===== src/rtl/hilo_unit.sv =====
// rtl/hilo_unit.sv - HI/LO register owner with multiply path and divider sequencing
module hilo_unit #(
  parameter int DIV_CYCLES = 32
) (
  input  logic        clk,
  input  logic        resetn,
  input  logic        i_op_valid,
  input  logic [2:0]  i_op,
  input  logic [31:0] i_rs_data,
  input  logic [31:0] i_rt_data,
  input  logic        i_flush,
  output logic [31:0] o_hi,
  output logic [31:0] o_lo,
  output logic        o_stall,
  output logic [31:0] o_div_dividend,
  output logic [31:0] o_div_divisor,
  output logic        o_div_is_unsigned,
  output logic        o_div_start,
  input  logic [31:0] i_div_quotient,
  input  logic [31:0] i_div_remainder,
  input  logic        i_div_busy
);

  localparam logic [2:0] OP_MULT  = 3'd1;
  localparam logic [2:0] OP_MULTU = 3'd2;
  localparam logic [2:0] OP_DIV   = 3'd3;
  localparam logic [2:0] OP_DIVU  = 3'd4;
  localparam logic [2:0] OP_MTHI  = 3'd5;
  localparam logic [2:0] OP_MTLO  = 3'd6;

  if (DIV_CYCLES < 1) begin : g_bad_div_cycles
    $error("hilo_unit: DIV_CYCLES must be at least 1");
  end

  typedef enum logic [2:0] {
    IDLE,
    MUL_CALC,
    MUL_WB,
    DIV_ISSUE,
    DIV_WAIT
  } state_t;

  state_t      state, state_next;
  logic        accept;
  logic        is_mul;
  logic        is_div;
  logic        div_done;
  logic [63:0] mul_a, mul_b;
  logic [63:0] product;
  logic [31:0] hi, lo;

  assign accept   = (state == IDLE) && i_op_valid && !i_flush;
  assign is_mul   = (i_op == OP_MULT) || (i_op == OP_MULTU);
  assign is_div   = ((i_op == OP_DIV) || (i_op == OP_DIVU)) && (i_rt_data != 32'd0);
  assign div_done = (state == DIV_WAIT) && !i_div_busy && !i_flush;

  always_comb begin
    state_next = state;
    case (state)
      IDLE: begin
        if (accept && is_mul)      state_next = MUL_CALC;
        else if (accept && is_div) state_next = DIV_ISSUE;
      end
      MUL_CALC:  state_next = i_flush ? IDLE : MUL_WB;
      MUL_WB:    state_next = IDLE;
      DIV_ISSUE: state_next = i_flush ? IDLE : DIV_WAIT;
      DIV_WAIT:  state_next = (i_flush || !i_div_busy) ? IDLE : DIV_WAIT;
      default:   state_next = IDLE;
    endcase
  end

  always_ff @(posedge clk) begin
    if (!resetn) state <= IDLE;
    else         state <= state_next;
  end

  // Both operands are extended to 64 bits so the truncated product is exact for either signedness.
  always_ff @(posedge clk) begin
    if (!resetn) begin
      mul_a   <= '0;
      mul_b   <= '0;
      product <= '0;
    end else begin
      if (accept && is_mul) begin
        mul_a <= (i_op == OP_MULT) ? {{32{i_rs_data[31]}}, i_rs_data} : {32'd0, i_rs_data};
        mul_b <= (i_op == OP_MULT) ? {{32{i_rt_data[31]}}, i_rt_data} : {32'd0, i_rt_data};
      end
      if (state == MUL_CALC) product <= mul_a * mul_b;
    end
  end

  always_ff @(posedge clk) begin
    if (!resetn) begin
      o_div_dividend    <= '0;
      o_div_divisor     <= '0;
      o_div_is_unsigned <= 1'b0;
    end else if (accept && is_div) begin
      o_div_dividend    <= i_rs_data;
      o_div_divisor     <= i_rt_data;
      o_div_is_unsigned <= (i_op == OP_DIVU);
    end
  end

  // A flush in MUL_WB or on the busy-drop cycle suppresses the write.
  always_ff @(posedge clk) begin
    if (!resetn) begin
      hi <= '0;
      lo <= '0;
    end else begin
      if (accept && (i_op == OP_MTHI)) hi <= i_rs_data;
      if (accept && (i_op == OP_MTLO)) lo <= i_rs_data;
      if ((state == MUL_WB) && !i_flush) begin
        hi <= product[63:32];
        lo <= product[31:0];
      end
      if (div_done) begin
        hi <= i_div_remainder;
        lo <= i_div_quotient;
      end
    end
  end

  assign o_hi        = hi;
  assign o_lo        = lo;
  assign o_stall     = (state != IDLE);
  assign o_div_start = (state == DIV_ISSUE);

endmodule

===== config.mk =====
export PLATFORM = sky130hd
export DESIGN_NAME = hilo_unit
export DESIGN_NICKNAME = d
export VERILOG_FILES = /design/src/rtl/hilo_unit.sv
export SDC_FILE = /design/constraint.sdc
export NUM_CORES = 2
export LEC_CHECK = 0
export CORE_ASPECT_RATIO = 1.2
export CORE_MARGIN = 2
export CORE_UTILIZATION = 53
export CTS_CLUSTER_SIZE = 40
export DETAILED_ROUTE_END_ITERATION = 10
export GPL_ROUTABILITY_DRIVEN = 1
export GPL_TIMING_DRIVEN = 1
export HOLD_SLACK_MARGIN = 0.06
export PLACE_DENSITY_LB_ADDON = 0.15
export SETUP_SLACK_MARGIN = 0.4
export SYNTH_ARGS = -nofsm -noshare
export SYNTH_HDL_FRONTEND = slang
export SYNTH_SLANG_ARGS = --single-unit

===== constraint.sdc =====
create_clock -name clk -period 9.4 [get_ports clk]
set_input_delay 1.88 -clock clk [delete_from_list [all_inputs] [get_ports clk]]
set_output_delay 1.88 -clock clk [all_outputs]
set_load 0.1 [all_outputs]

# After elaboration in Yosys (flattened, before gate mapping)
# Index checks and enable logic that the tools add are counted.
# W data, S select, Z words.
op_classes:
  div_mod_pow: 0
  n_reduce_logical: 20
  n_addsub: 0
  n_eq_ne: 11
  shift: 0
  n_lt_le_gt_ge: 0
  bitwise: 0
  multipliers: 1
  mux: 14
op_table:
  columns: ["op", "count"]
  rows:
  - ["$mux W32", 6]
  - ["$mux W64", 2]
  - ["$mul A64 B64 Y64", 1]
  - ["$reduce_bool A32 Y1", 1]
  - ["$eq A3 B2 Y1 const B", 4]
  - ["$eq A3 B3 Y1 const B", 4]
  - ["$mux W3", 4]
  - ["$pmux W3 S4", 1]
  - ["$logic_and A1 B1 Y1", 10]
  - ["$reduce_bool A3 Y1", 3]
  - ["$eq A3 B1 Y1 const B", 2]
  - ["$logic_not A3 Y1", 1]
  - ["$logic_or A1 B1 Y1", 3]
  - ["$ne A3 B1 Y1 const B", 1]
  - ["$logic_not A1 Y1", 2]
  - ["$mux W2", 1]
totals:
  output_inout_bits: 131
  ramBits: 0
  romBits: 0
  latchBits: 0
  regBits: 324
  inputBits: 136
  memories: 0

# Longest topological paths before layout
depth:
  word_depth: 7
  ltp_mapped: 35
  depth_no_buf: 32

# Worst setup path before layout
# OpenSTA, ideal clock, no wires.
synth_timing:
  path_type: "register to register"
  from: "register mul_b[2]"
  to: "register product[63]"
  arrival_time_ns: 8.524
  path_buffers: 2
  path_stages_with_launch: 27
  synth_period_minus_slack_ns: 8.600
  path_slack_ns: 0.800
  cell_sequence: "dfxtp_1 clkbuf_1 clkbuf_1 and2_1 fa_1 fa_1 fa_1 fa_1 fa_1 fa_1 fa_1 fa_1 fa_1 inv_1 fa_1 inv_1 ha_1 a21o_1 a21o_1 a21oi_1 nand2b_1 o21ai_1 a21oi_4 a211oi_4 nor3_2 or4_4 a41oi_2"
synth_via:
  elab_chain_cells: 1
synth_rtl:
  columns: ["item", "line_no", "text"]
  rows:
  - ["from (decl)", "48", "logic [63:0] mul_a, mul_b;"]
  - ["from (signal assigned)", "86", "mul_b <= (i_op == OP_MULT) ? {{32{i_rt_data[31]}}, i_rt_data} : {32'd0, i_rt_data};"]
  - ["$mul A64 B64 Y64", "88", "if (state == MUL_CALC) product <= mul_a * mul_b;"]
  - ["to (signal assigned)", "88", null]
  - ["to (decl)", "49", "logic [63:0] product;"]
# Every way passes these cells.
# A chain may end at the register's enable or synchronous reset.

# Worst setup path after layout
layout_timing:
  from: "register mul_b[8]"
  to: "register product[63]"
# Same word-level chain as after synthesis.

==> results.json <==
{
  "wl_per_cell_um": 22.88,
  "clkSinkCount": 262,
  "drcViolationCount": 0,
  "hold_depth": 2,
  "internal_power_w": 0.002203,
  "p_leak_nw": 32.06,
  "power.switching_w": 0.001049,
  "synth_warnings": 0,
  "dr.pass1.iters": 5,
  "boundaryPins": 267,
  "syn_inst": 6408,
  "dieHeight_um": 366.4,
  "final_cell_mix": "inv_1 (1,540), fa_1 (1,418), nand2_1 (898), and2_1 (583), a21oi_1 (300)",
  "required_ns": 9.88,
  "yosys.area.top_type": "fa_1",
  "coreArea_mm2": 0.1082,
  "run_status": "finished clean",
  "fp.dieArea_mm2": 0.1121,
  "fin_nets": 8424,
  "hold_class": "reg2reg",
  "synth.top_cells.by_area": "fa_1 (49%), inv_1 (10%), dfxtp_1 (9.0%), ha_1 (6.4%), and2_1 (6.3%)",
  "finalSetupViolations": 0,
  "crit-reg2reg-capture": "product[63]",
  "async_flop_share_pct": 0,
  "grt_max_degree": 119,
  "crit_fanout": 8,
  "p_clk_share_pct": 46.7,
  "drt-total-wl_um": 182900,
  "max-vdd-ir-drop_mv": 0.1431,
  "num_rows": 132,
  "max_freq_mhz": 113.4,
  "drive_gt1_share_pct": 5.529,
  "hold_violations": 0,
  "p_seq_share_pct": 35.7,
  "power_w": 0.003252,
  "min_to": "o_div_dividend[3]",
  "place.gp.congestion": 0.9575,
  "end_kind": "flip-flop",
  "grt_pass1_vias": 47384,
  "vias": 43616,
  "cts_max_level": 2,
  "grt_usage_pct": 33.55,
  "antenna_found_initial": 8,
  "hp-start": "o_div_dividend[3]",
  "combPwrFrac_pct": 17.6,
  "drtAntennaViolNets": 0,
  "cts_max_path_buffers": 3,
  "postLayoutCoreUtil_pct": 59.74,
  "postCtsHoldBufs": 0,
  "cts_inserted_buffers": 36,
  "grt_pass1_wl_um": 282400,
  "slew_headroom_pct": 17.15,
  "power_density_mw_per_mm2": 50.33,
  "final_common_cell": "inv_1",
  "port-buffer-count": 266,
  "holdWs_ns": 0.4531,
  "ys_ff_latch": 262,
  "netSwitchingFraction_pct": 32.25,
  "grt-ovfl-total": 0,
  "cp.arrival_ns": 9.30,
  "avgSynthCellArea_um2": 9.053,
  "synth_edf_count": 0,
  "yosysUniqueCellTypes": 73,
  "clkLatencyLatePin_ns": 0.57,
  "regToRegSetupSlack_ns": 0.58,
  "hpwl_um": 149700,
  "slew_viol_final": 0,
  "yosysSeqAreaShare_pct": 9.042,
  "rsz0062_at_grt": "true",
  "die_w_um": 306.0,
  "start_util_pct": 53.62,
  "maxCapViolCount": 0,
  "synthFlopType": "dfxtp_1",
  "cts_tree": "done",
  "rr_worst_depth": 27,
  "final.setup_skew_ns": 0.02468,
  "min_period_ns": 8.820,
  "worstMarginPinSlew_ns": 1.231,
  "syn-num-nets": 8276,
  "start_kind": "flip-flop",
  "syn-cell-area_mm2": 0.05801,
  "root_buffer": "clkbuf_16",
  "vias_per_cell": 5.455,
  "fin_crit_sh_pct": 93.83,
  "critPathKind": "reg2reg",
  "r2r-start": "mul_b[8]",
  "syn2layout_area_growth_pct": 11.40,
  "drtIter0Drc": 3018,
  "yosysTopAreaCellShare_pct": 49.45,
  "path_clk_slew_ns": 0.06
}
==> state kept, by name, summed over array words and instances (netlist names), 3 cells and up <==
signal and count:
mul_a 33, o_hi 32, o_div_dividend 32, o_lo 32
o_div_divisor 32, mul_b 33, product 64, state 3
==> power groups by stage <==
stage          clock network (W)  registers (W)  logic [W]
6_report                 0.00152        0.00116   0.000573
5_1_grt                  0.00158        0.00116   0.000602
4_1_cts                  0.00154        0.00116   0.000562
3_5_place_dp                   0        0.00119   0.000559
3_3_place_gp                   0        0.00119   0.000557
2_1_floorplan                  0        0.00127   0.000214
==> metrics by stage <==
| stage | setup TNS [ns] | area (um^2) | instances | worst slack [ns] |
|---|---|---|---|---|
| detailed placement | -0.02720 | 62750 | 7906 | -0.02720 |
| finish | 0 | 64620 | 7995 | 0.5800 |
| global route | 0 | 64610 | 7991 | 0.3581 |
| CTS | 0 | 64080 | 7972 | 0.3347 |
| global placement | 0 | 62750 | 7906 | 0.1175 |
| floorplan | 0 | 58010 | 6408 | 0.7996 |
==> cell usage after synthesis (3+ instances only) <==
master	instances
a211oi_2	3
o211ai_1	7
xor2_1	26
a21oi_1	304
inv_1	1547
a211oi_1	77
o31ai_1	3
nor3_1	73
xnor2_1	75
nand2_1	905
fa_1	1433
nor4_1	9
ha_1	299
or3_1	14
nand3b_1	3
nand2b_1	8
a211o_1	4
and2_1	586
a31oi_1	9
nand4_1	15
clkbuf_1	313
a311oi_1	3
o21bai_1	9
dfxtp_1	262
nor2b_1	42
a21oi_2	5
o21ai_0	39
o221ai_1	4
a21o_1	34
buf_1	6
and3_1	5
o21a_1	5
and4_1	4
buf_2	13
nand3_1	32
nor2_1	175
or2_2	5
o21ai_1	8
==> worst max-delay path, stage by stage (launching register included) <==
cell and delay (ns):
dfxtp_4 0.45, and2_1 0.19, inv_1 0.07, fa_1 0.53, inv_1 0.08, fa_1 0.49
fa_2 0.63, buf_4 0.22, inv_1 0.07, fa_2 0.48, buf_12 0.16, fa_1 0.52
inv_1 0.08, fa_1 0.59, inv_1 0.11, fa_1 0.56, fa_1 0.60, fa_1 0.51
inv_1 0.06, fa_1 0.45, xnor2_2 0.24, xnor2_1 0.17, xnor2_1 0.11, xnor2_1 0.25
xnor2_1 0.20, xnor2_2 0.21, or4_4 0.53, a41oi_2 0.16
==> cell families (layout without fill, tap and decap cells) <==
logic type	count (synthesis)	in the layout	synth area share, %
AO/OA/AOI/OAI	543	543	5.716
buffers and inverters	1881	2057	12.23
multiplexers	1	1	0.01726
other	0	4	0
XOR/XNOR	101	101	1.525
adder cells (fa/ha/maj)	1734	1734	55.94
AND/OR/NAND/NOR	1886	1886	15.54
flip-flops	262	262	9.042
==> per-layer routing <==
metal / share of wire, % / wire [um] / vias up / GRT usage [%]
met5: 0.023 / 42 / - / 0
met4: 5.5 / 10100 / 6 / 15.30
met3: 6.4 / 11710 / 411 / 4.853
met2: 50 / 91750 / 1482 / 57.58
met1: 38 / 69300 / 22716 / 42.01
li1: - / - / 19001 / -
==> cell type report <==
type / count / area (um^2)
diodes: 4 / 10.01
clock buffers: 46 / 988.4
clock inverters: 20 / 282.8
fillers: 9591 / 43560
inverters: 1547 / 5822
multi-input cells: 4265 / 45970
flip-flops and latches: 262 / 5333
well taps: 1407 / 1760
repair buffers: 444 / 4461
==> what timing repair did <==
| action | 4_1_cts | 5_1_grt |
|---|---|---|
| endpoints found under the setup margin | 17 | 26 |
| pin swaps | 0 | 16 |
| hold endpoints to repair | 0 | 0 |
| gates cloned | 0 | 3 |
| buffers inserted | 0 | 16 |
| resized for setup | 22 | 110 |
==> worst max-delay path by stage <==
stage                   start           to  slack (ns)  cells after the start
global placement     mul_b[9]  product[63]        0.12                     25
floorplan            mul_b[2]  product[63]        0.80                     26
finish               mul_b[8]  product[63]        0.58                     27
CTS                  mul_b[4]  product[63]        0.33                     25
global route        mul_b[16]  product[60]        0.36                     31
detailed placement   mul_b[9]  product[63]       -0.03                     25
Note: power is estimated with default switching activity, not from simulation.
